[src/rtl/alu_control_unit.sv]
// ALU control decoder with registered Control word, plus a multi-cycle
// shift-add / restoring-divide engine that owns the HI/LO registers.
module alu_control_unit #(
    parameter int WIDTH = 32
) (
    input  logic             Clock,
    input  logic             Reset_n,
    input  logic             Valid,
    input  logic [1:0]       ALUOp,
    input  logic [5:0]       Funct,
    input  logic [WIDTH-1:0] Data1,
    input  logic [WIDTH-1:0] Data2,
    output logic [3:0]       Control,
    output logic             CtlValid,
    output logic             IllegalFunct,
    output logic             Stall,
    output logic [WIDTH-1:0] Hi,
    output logic [WIDTH-1:0] Lo,
    output logic             MdDone,
    output logic             DivZero
);

    localparam int CW = $clog2(WIDTH + 1);

    typedef enum logic [1:0] {
        S_IDLE = 2'd0,
        S_RUN  = 2'd1,
        S_FIX  = 2'd2,
        S_DONE = 2'd3
    } state_t;

    state_t r_state;
    state_t w_state_next;

    logic [3:0]         r_control;
    logic               r_ctl_valid;
    logic               r_illegal;
    logic [2*WIDTH-1:0] r_acc;
    logic [WIDTH-1:0]   r_operand;
    logic [CW-1:0]      r_count;
    logic               r_is_div;
    logic               r_neg_q;
    logic               r_neg_r;
    logic               r_div_zero;
    logic [WIDTH-1:0]   r_hi;
    logic [WIDTH-1:0]   r_lo;

    logic [3:0]         w_ctl;
    logic               w_illegal;
    logic               w_is_md;
    logic               w_md_div;
    logic               w_md_signed;
    logic               w_accept;
    logic               w_md_start;
    logic               w_alu_accept;
    logic               w_div_zero_start;
    logic [WIDTH-1:0]   w_abs1;
    logic [WIDTH-1:0]   w_abs2;
    logic [WIDTH:0]     w_mul_sum;
    logic [2*WIDTH-1:0] w_mul_next;
    logic [2*WIDTH:0]   w_div_shift;
    logic [WIDTH:0]     w_div_trial;
    logic [2*WIDTH-1:0] w_div_next;
    logic [2*WIDTH-1:0] w_step;
    logic [WIDTH-1:0]   w_quot;
    logic [WIDTH-1:0]   w_rem;
    logic [2*WIDTH-1:0] w_fix;

    always_comb begin
        w_ctl     = 4'b0010;
        w_illegal = 1'b0;
        w_is_md   = 1'b0;
        case (ALUOp)
            2'b00: w_ctl = 4'b0010;
            2'b01: w_ctl = 4'b0110;
            2'b11: w_ctl = 4'b0001;
            default: begin
                case (Funct)
                    6'b100000: w_ctl = 4'b0010;
                    6'b100010: w_ctl = 4'b0110;
                    6'b100100: w_ctl = 4'b0000;
                    6'b100101: w_ctl = 4'b0001;
                    6'b101010: w_ctl = 4'b0111;
                    6'b100111: w_ctl = 4'b1100;
                    6'b100110: w_ctl = 4'b1101;
                    6'b011000, 6'b011001, 6'b011010, 6'b011011: w_is_md = 1'b1;
                    default:   w_illegal = 1'b1;
                endcase
            end
        endcase
    end

    // Funct[1] selects divide, Funct[0] selects the unsigned variant.
    assign w_md_div         = Funct[1];
    assign w_md_signed      = ~Funct[0];
    assign w_accept         = Valid && !Stall;
    assign w_md_start       = w_accept && w_is_md;
    assign w_alu_accept     = w_accept && !w_is_md;
    assign w_div_zero_start = w_md_start && w_md_div && (Data2 == '0);

    assign w_abs1 = (w_md_signed && Data1[WIDTH-1]) ? -Data1 : Data1;
    assign w_abs2 = (w_md_signed && Data2[WIDTH-1]) ? -Data2 : Data2;

    // Multiply: low half of r_acc holds the multiplier, shifted out as the product shifts in.
    assign w_mul_sum  = {1'b0, r_acc[2*WIDTH-1:WIDTH]} + (r_acc[0] ? {1'b0, r_operand} : '0);
    assign w_mul_next = {w_mul_sum, r_acc[WIDTH-1:1]};

    // Divide: {remainder, quotient} shifts left; a non-negative trial keeps the subtraction.
    assign w_div_shift = {r_acc, 1'b0};
    assign w_div_trial = w_div_shift[2*WIDTH:WIDTH] - {1'b0, r_operand};
    assign w_div_next  = w_div_trial[WIDTH] ? w_div_shift[2*WIDTH-1:0]
                                            : {w_div_trial[WIDTH-1:0], w_div_shift[WIDTH-1:1], 1'b1};
    assign w_step      = r_is_div ? w_div_next : w_mul_next;

    assign w_quot = r_neg_q ? -r_acc[WIDTH-1:0] : r_acc[WIDTH-1:0];
    assign w_rem  = r_neg_r ? -r_acc[2*WIDTH-1:WIDTH] : r_acc[2*WIDTH-1:WIDTH];
    assign w_fix  = r_is_div ? {w_rem, w_quot} : (r_neg_q ? -r_acc : r_acc);

    always_ff @(posedge Clock or negedge Reset_n) begin
        if (!Reset_n) begin
            r_state <= S_IDLE;
        end else begin
            r_state <= w_state_next;
        end
    end

    // DONE behaves like IDLE for acceptance so an op presented there is never lost.
    always_comb begin
        w_state_next = r_state;
        case (r_state)
            S_IDLE, S_DONE: begin
                if (w_md_start) begin
                    w_state_next = w_div_zero_start ? S_DONE : S_RUN;
                end else begin
                    w_state_next = S_IDLE;
                end
            end
            S_RUN:   if (r_count == CW'(1)) w_state_next = S_FIX;
            S_FIX:   w_state_next = S_DONE;
            default: w_state_next = S_IDLE;
        endcase
    end

    always_comb begin
        Stall   = (r_state == S_RUN) || (r_state == S_FIX);
        MdDone  = (r_state == S_DONE);
        DivZero = (r_state == S_DONE) && r_div_zero;
    end

    always_ff @(posedge Clock or negedge Reset_n) begin
        if (!Reset_n) begin
            r_control   <= 4'b0010;
            r_ctl_valid <= 1'b0;
            r_illegal   <= 1'b0;
            r_acc       <= '0;
            r_operand   <= '0;
            r_count     <= '0;
            r_is_div    <= 1'b0;
            r_neg_q     <= 1'b0;
            r_neg_r     <= 1'b0;
            r_div_zero  <= 1'b0;
            r_hi        <= '0;
            r_lo        <= '0;
        end else begin
            r_ctl_valid <= w_alu_accept;
            r_illegal   <= w_alu_accept && w_illegal;
            if (w_alu_accept) begin
                r_control <= w_ctl;
            end
            case (r_state)
                S_IDLE, S_DONE: begin
                    if (w_md_start) begin
                        r_acc      <= {{WIDTH{1'b0}}, w_abs1};
                        r_operand  <= w_abs2;
                        r_count    <= CW'(WIDTH);
                        r_is_div   <= w_md_div;
                        r_neg_q    <= w_md_signed && (Data1[WIDTH-1] ^ Data2[WIDTH-1]);
                        r_neg_r    <= w_md_signed && Data1[WIDTH-1];
                        r_div_zero <= w_div_zero_start;
                        if (w_div_zero_start) begin
                            r_hi <= Data1;
                            r_lo <= '1;
                        end
                    end
                end
                S_RUN: begin
                    r_acc   <= w_step;
                    r_count <= r_count - CW'(1);
                end
                S_FIX: begin
                    r_hi <= w_fix[2*WIDTH-1:WIDTH];
                    r_lo <= w_fix[WIDTH-1:0];
                end
                default: ;
            endcase
        end
    end

    assign Control      = r_control;
    assign CtlValid     = r_ctl_valid;
    assign IllegalFunct = r_illegal;
    assign Hi           = r_hi;
    assign Lo           = r_lo;

endmodule

[config.mk]
export PLATFORM = sky130hd
export DESIGN_NAME = alu_control_unit
export DESIGN_NICKNAME = d
export VERILOG_FILES = /design/src/rtl/alu_control_unit.sv
export SDC_FILE = /design/constraint.sdc
export NUM_CORES = 1
export LEC_CHECK = 0
export ABC_CLOCK_PERIOD_IN_PS = 4000
export CAP_MARGIN = 15
export CORE_MARGIN = 2
export CORE_UTILIZATION = 35
export DETAILED_ROUTE_END_ITERATION = 8
export PLACE_DENSITY = 0.64
export SKIP_LAST_GASP = 1
export SLEW_MARGIN = 20
export SYNTH_ARGS = -nofsm -noshare
export SYNTH_HDL_FRONTEND = slang
export SYNTH_SLANG_ARGS = --single-unit
[constraint.sdc]
create_clock -name Clock -period 4 [get_ports Clock]
set_clock_uncertainty 0.1 [all_clocks]
set_input_delay 0.8 -clock Clock [delete_from_list [all_inputs] [get_ports Clock]]
set_output_delay 0.8 -clock Clock [all_outputs]
set_load 0.02 [all_outputs]
==> flow_summary.yaml, run 1 <==
run_status:
  status: "complete, no violations"
synth:
  yosys-top-cells-area: "dfrtp_1, o21ai_0, ha_1, nand2_1, xor2_1"
  synth-warning-count: 0
  synthDistinctLibCells: 81
  sequential_share_of_the_synthesized_area_pct: 30.08
  ys_dominant_reg_cell: "dfrtp_1"
  asyncSetResetFlopFracSynth_pct: 100.0
  synth_top_area_cell: "dfrtp_1"
  postSynthAreaPerCell_sq_um: 7.849
  syn_inst: 1887
  yosys_register_bits: 178
  mappedNetlistArea_sq_um: 14810
  synthesis.nets: 2037
  number_of_enable_type_register_cells_in_the_synthesized_netlist: 0
  synth_top_cell_area_share_pct: 29.91
cts:
  clock_tree_from_tritoncts: "built"
  cts_num_sinks: 178
  tritoncts.num_buffers: 17
  htreeDepth: 4
  cts_root_buf: "clkbuf_16"
  insertion_delay_ns: 0.46
  clock_transition_at_the_registers_of_the_reported_paths_ns: 0.08
  cts.hold.buffers_added: 0
  post_cts_buffers: 0
  clock_path_buffers: 2
setup_path:
  crit_path_cell_trace: "ha_1 > nor2b_1 > o31a_1 > o2111a_1 > o2111ai_1 > nand2_1 > a21boi_0 > mux2i_1 > a311o_1 > nor3_1"
  critPathCaptureType: "register"
  r2r-end: "r_acc[63]"
  crit_path_start: "r_acc[33]"
  cpPeakStageDelay_ns: 0.54
  path_depth: 10
  cell_family_with_most_cp_delay: "compound AO/OA/AOI/OAI gates"
  worstReg2RegStart: "r_acc[33]"
  crit_fanout: 7
  cp_endpoint: "r_acc[63]"
  setup.reg_to_reg.worst_slack_ns: 0.33
  setup.worst_path.class: "reg2reg"
  worst_setup_path_start_kind: "register"
  total_buffers_and_inverters_traversed_by_the_critical_path: 0
  critical_path_required_ns: 4.26
  critical_path_data_arrival_time_ns: 3.93
  ff2ff_path_depth: 10
  worst_path_max_delay_cell: "o2111ai_1"
placement:
  gpl.final_weighted_congestion: 0.9236
  dpl.hpwl_microns: 38270
  portBuffers: 147
  dp_worst_setup_slack_ns: 0.04727
grt:
  number_of_global_route_vias_before_repair: 13930
  grt_max_degree: 71
  grt_antenna_before_repair: 0
  grt_usage_pct: 22.37
  wire_length_of_the_first_global_routing_pass_microns: 78040
  gr-total-overflow: 0
detailed_routing:
  viasPerCell: 5.604
  overall_via_count_from_detail_route: 14490
  maxUsedRoutingLayer: "met4"
  drt-met1-wl_microns: 22240
  drc: 0
  drt_first_iter_violations: 1153
  totalWireLength_microns: 48920
  met2_wirelength_microns: 22470
  wl_per_cell_microns: 18.93
  met3WireLength_microns: 2948
  drt_pass1_iterations: 5
  ant_nets: 0
sta:
  timing.final.hold_violations: 0
  period_needed_ns: 3.672
  relSlewSlack_pct: 40.52
  setup_viol_count_final: 0
  final.setup.worst_slack_ns: 0.3282
  worst-slew-pin-transition_ns: 0.8782
  timing.setup.tns_ns: 0
  layout_worst_path_cycle_share_pct: 91.80
  grt_setup_unrepaired: "false"
  max_clock_freq_mhz: 272.3
  finalMaxSlewViolations: 0
die:
  core.rowCount: 75
  die_width_microns: 209.7
  start_util_pct: 35.39
  core_sq_um: 41850
  die-height_microns: 209.7
  io_pins: 148
  die-area_sq_um: 43980
layout:
  syn2layout_area_growth_pct: 21.09
  fraction_of_final_layout_cells_with_drive_strength_greater_than_1_pct: 7.674
  nets: 2184
  diodes_inserted: 0
power_and_ir_drop:
  leakage_nw: 7.797
  powerDensity_nw_per_um2: 392.8
  max-vdd-ir-drop_mv: 0.2554
  post-layout-total-power_w: 0.007045
flow_run:
  maxCapViolCount: 0
hold_path:
  hp-class: "in2async"
-- metrics by stage --
stage	hold slack, ns	utilization [%]	instance area (sq um)	std cells
after detailed placement	0.3720	41.37	17320	2554
final	0.2457	42.85	17930	2585
after CTS	0.2647	42.84	17930	2585
after global placement	0.3640	41.37	17320	2554
after floorplan	0.3420	-	14810	1887
after global routing	0.3000	42.85	17930	2585
-- where the power goes --
group          internal (W)  switching [W]  total, W
registers           0.00197       0.000353   0.00232
clock network       0.00101       0.000812   0.00183
logic               0.00126        0.00163   0.00290
total               0.00424        0.00280   0.00704
-- final cells by class --
type | count | area [sq um]
clock inverters | 12 | 170.2
flip-flops and latches | 178 | 4457
well taps | 539 | 674.4
clock buffers | 19 | 442.9
repair buffers | 235 | 2221
multi-input cells | 1537 | 9724
inverters | 65 | 244.0
fillers | 4200 | 23920
-- cells by family (layout without fill, tap and decap cells) --
family | count (synthesis) | in the layout | synth area share [%]
flops | 178 | 178 | 30.08
xor+xnor | 169 | 169 | 9.994
mux | 48 | 48 | 3.286
simple gates | 640 | 640 | 20.53
fa+ha+maj | 75 | 75 | 6.437
buf+inv | 172 | 331 | 4.503
compound gates | 605 | 605 | 25.17
-- layer usage --
layer | vias up | GRT usage [%]
li1 | 7072 | -
met1 | 6830 | 31.06
met2 | 520 | 36.54
met3 | 64 | 2.379
met4 | 0 | 7.117
met5 | - | 0
-- flip-flops by register name, summed over array words and instances (netlist names) --
| register | count |
|---|---|
| Control | 4 |
| CtlValid | 1 |
| Hi | 32 |
| IllegalFunct | 1 |
| Lo | 32 |
| r_acc | 64 |
| r_count | 6 |
| r_div_zero | 1 |
| r_is_div | 1 |
| r_neg_q | 1 |
| r_neg_r | 1 |
| r_operand | 32 |
| r_state | 2 |
-- worst register-to-register path, stage by stage (launching register included) --
cell	delay, ns
dfrtp_1	0.48
ha_1	0.37
nor2b_1	0.17
o31a_1	0.31
o2111a_1	0.29
o2111ai_1	0.54
nand2_1	0.22
a21boi_0	0.49
mux2i_1	0.16
a311o_1	0.29
nor3_1	0.16
-- worst min-delay path by stage --
stage                       start            end  slack [ns]  cells past startpoint
global placement    r_operand[12]  r_operand[12]        0.36                      2
global route              Reset_n         Lo[13]        0.30                      1
CTS                       Reset_n         Lo[10]        0.26                      1
floorplan              r_div_zero     r_div_zero        0.34                      1
detailed placement  r_operand[21]  r_operand[21]        0.37                      2
finish                    Reset_n         Lo[10]        0.25                      1
-- synth_stat cells, types with 15 or more instances --
| cell | number |
|---|---|
| a211oi_1 | 20 |
| a31oi_1 | 35 |
| a21o_1 | 32 |
| nor3b_1 | 15 |
| nand2_1 | 228 |
| o21ai_0 | 216 |
| o31ai_1 | 29 |
| mux2i_1 | 43 |
| or3_1 | 16 |
| nor4_1 | 21 |
| o211ai_1 | 15 |
| or4_1 | 16 |
| nand2b_1 | 21 |
| dfrtp_1 | 177 |
| nor3_1 | 30 |
| inv_1 | 65 |
| nor2b_1 | 16 |
| nand3_1 | 21 |
| xnor2_1 | 84 |
| xor2_1 | 85 |
| a21oi_1 | 148 |
| nor2_1 | 186 |
| ha_1 | 73 |
| clkbuf_1 | 89 |
-- placed cells by master, fill, tap and decap left out, types with 16 or more instances in the layout --
cell type / count
xnor2_1: 84
a31oi_1: 35
nand2_1: 228
xor2_1: 85
a211oi_1: 19
o21ai_0: 215
a21o_1: 32
dfrtp_1: 176
o31ai_1: 29
buf_4: 81
clkbuf_16: 17
nand2b_1: 21
nor2_1: 185
inv_1: 65
nand3_1: 21
ha_1: 71
a21oi_1: 147
clkdlybuf4s50_1: 146
or3_1: 16
mux2i_1: 43
nor4_1: 20
nor3_1: 30
nor2b_1: 16
-- repair_timing --
action,in CTS,in global routing
setup endpoints to repair,0,1
endpoints found under the hold margin,0,0
resized for setup,0,1
(Power assumes the default switching activity.)
==> run 2: changes to the inputs <==
CORE_ASPECT_RATIO = 1.4   (was unset)
PLACE_DENSITY = 0.54   (was 0.64)
==> flow_summary.yaml, run 2 (same netlist as run 1, synthesis figures left out) <==
run_status:
  status: "complete, no violations"
setup_path:
  total_buffers_and_inverters_traversed_by_the_critical_path: 2
  setup.reg_to_reg.worst_slack_ns: 0.17
  setup.worst_path.class: "reg2reg"
  worst_setup_path_start_kind: "register"
  ff2ff_path_depth: 13
  cell_family_with_most_cp_delay: "compound AO/OA/AOI/OAI gates"
  critPathCaptureType: "register"
  critical_path_required_ns: 4.22
  worst_path_max_delay_cell: "dfrtp_1"
  cpPeakStageDelay_ns: 0.48
  r2r-end: "r_acc[60]"
  crit_path_cell_trace: "inv_1 > ha_1 > fa_1 > nor2b_1 > o31a_1 > o2111a_1 > o2111ai_1 > nand4b_1 > nand3_2 > buf_4 > and2_1 > o31ai_1 > o211ai_1"
  critical_path_data_arrival_time_ns: 4.04
  crit_fanout: 6
  worstReg2RegStart: "r_acc[31]"
cts:
  cts_num_sinks: 178
  insertion_delay_ns: 0.46
  post_cts_buffers: 0
  tritoncts.num_buffers: 17
  clock_path_buffers: 2
  cts_root_buf: "clkbuf_16"
  cts.hold.buffers_added: 0
  clock_transition_at_the_registers_of_the_reported_paths_ns: 0.07
  htreeDepth: 4
  clock_tree_from_tritoncts: "built"
  ctsResizeCount: 0
detailed_routing:
  overall_via_count_from_detail_route: 14550
  drt_first_iter_violations: 929
  drc: 0
  ant_nets: 0
  drt_pass1_iterations: 6
  wl_per_cell_microns: 20.24
  totalWireLength_microns: 52940
  viasPerCell: 5.560
grt:
  wire_length_of_the_first_global_routing_pass_microns: 82300
  gr-total-overflow: 0
  grt_antenna_before_repair: 0
  grt_usage_pct: 24.42
  grt_max_degree: 113
  number_of_global_route_vias_before_repair: 14600
die:
  io_pins: 148
  die-height_microns: 247.4
  die-area_sq_um: 44000
  start_util_pct: 35.28
  core_sq_um: 41980
  core.rowCount: 89
  die_width_microns: 177.9
layout:
  multi_input_comb_area_sq_um: 9723
  seq_area_sq_um: 4457
  largest_register_ff_count: 64
  most_flops_register: "r_acc"
  diodes_inserted: 0
  layout.cells.most_common_list: "nand2_1, o21ai_0, nor2_1"
  fraction_of_final_layout_cells_with_drive_strength_greater_than_1_pct: 8.744
  layout_commonest_cell: "nand2_1"
  nets: 2207
  syn2layout_area_growth_pct: 22.02
  fillerInstances: 4291
sta:
  grt_setup_unrepaired: "false"
  timing.final.hold_violations: 0
  period_needed_ns: 3.826
  worst-slew-pin-transition_ns: 1.029
  setup_viol_count_final: 0
  timing.setup.tns_ns: 0
  max_clock_freq_mhz: 261.4
  layout_worst_path_cycle_share_pct: 95.64
  finalMaxSlewViolations: 0
  relSlewSlack_pct: 31.41
power_and_ir_drop:
  post-layout-total-power_w: 0.006945
  leakage_nw: 7.895
  max-vdd-ir-drop_mv: 0.3294
  powerDensity_nw_per_um2: 384.3
hold_path:
  hp-class: "in2async"
flow_run:
  maxCapViolCount: 0
placement:
  gpl.final_weighted_congestion: 0.9358
  dpl.hpwl_microns: 41290
  portBuffers: 147
## run 2: cell types whose count changed in the layout (fill, tap and decap cells not counted), moves of 2 or more
cell	before	now
clkinv_2	1	3
inv_8	3	1
buf_4	81	104
clkinv_4	0	3
bufinv_16	3	1
## run 2: worst max-delay path by stage
stage | startpoint | endpoint | slack (ns) | cells past startpoint
2_1_floorplan | r_acc[0] | r_acc[61] | 0.40 | 13
3_3_place_gp | Data2[14] | Hi[0] | 0.07 | 11
3_5_place_dp | Data2[14] | Hi[0] | 0.04 | 11
4_1_cts | r_acc[31] | r_acc[60] | 0.23 | 13
5_1_grt | r_acc[31] | r_acc[60] | 0.03 | 13
6_report | r_acc[31] | r_acc[60] | 0.17 | 13
## run 2: worst register-to-register path, cell delays in order, from the launching register on
cell and delay [ns]:
dfrtp_1 0.48, inv_1 0.09, ha_1 0.25, fa_1 0.38, nor2b_1 0.22, o31a_1 0.21, o2111a_1 0.24, o2111ai_1 0.32
nand4b_1 0.27, nand3_2 0.22, buf_4 0.23, and2_1 0.15, o31ai_1 0.36, o211ai_1 0.15
## run 2: final cells by class
cell class	count	share of cell area (%)
flip-flops and latches	178	24.66
clock buffers	19	2.451
well taps	546	3.780
inverters	65	1.350
clock inverters	13	0.6924
multi-input cells	1537	53.80
repair buffers	258	13.26
## run 2: power breakdown
group	total [W]	switching (W)	leakage, nW	internal, W
logic	0.00293	0.00164	5.23	0.00129
registers	0.00231	0.000347	2.38	0.00197
clock network	0.00170	0.000817	0.280	0.000886
## run 2: metrics by stage
stage	utilization (%)	area [sq um]	hold slack, ns	worst slack (ns)	cells
after detailed placement	41.68	17500	0.3713	0.04420	2584
after CTS	43.03	18070	0.3882	0.2338	2616
after floorplan	-	14810	0.3420	0.3958	1887
final	43.05	18070	0.2976	0.1744	2616
after global routing	43.05	18070	0.4008	0.02559	2616
after global placement	41.68	17500	0.3632	0.06699	2584
## run 2: per-layer routing
layer / track usage (%) / part of all wire, % / routed length (microns) / vias to the layer above
li1: - / - / - / 7128
met1: 27.38 / 40 / 21040 / 6921
met2: 44.76 / 52 / 27300 / 385
met3: 2.742 / 3.2 / 1683 / 112
met4: 13.26 / 5.5 / 2922 / 0
met5: 0 / 0 / 0 / -
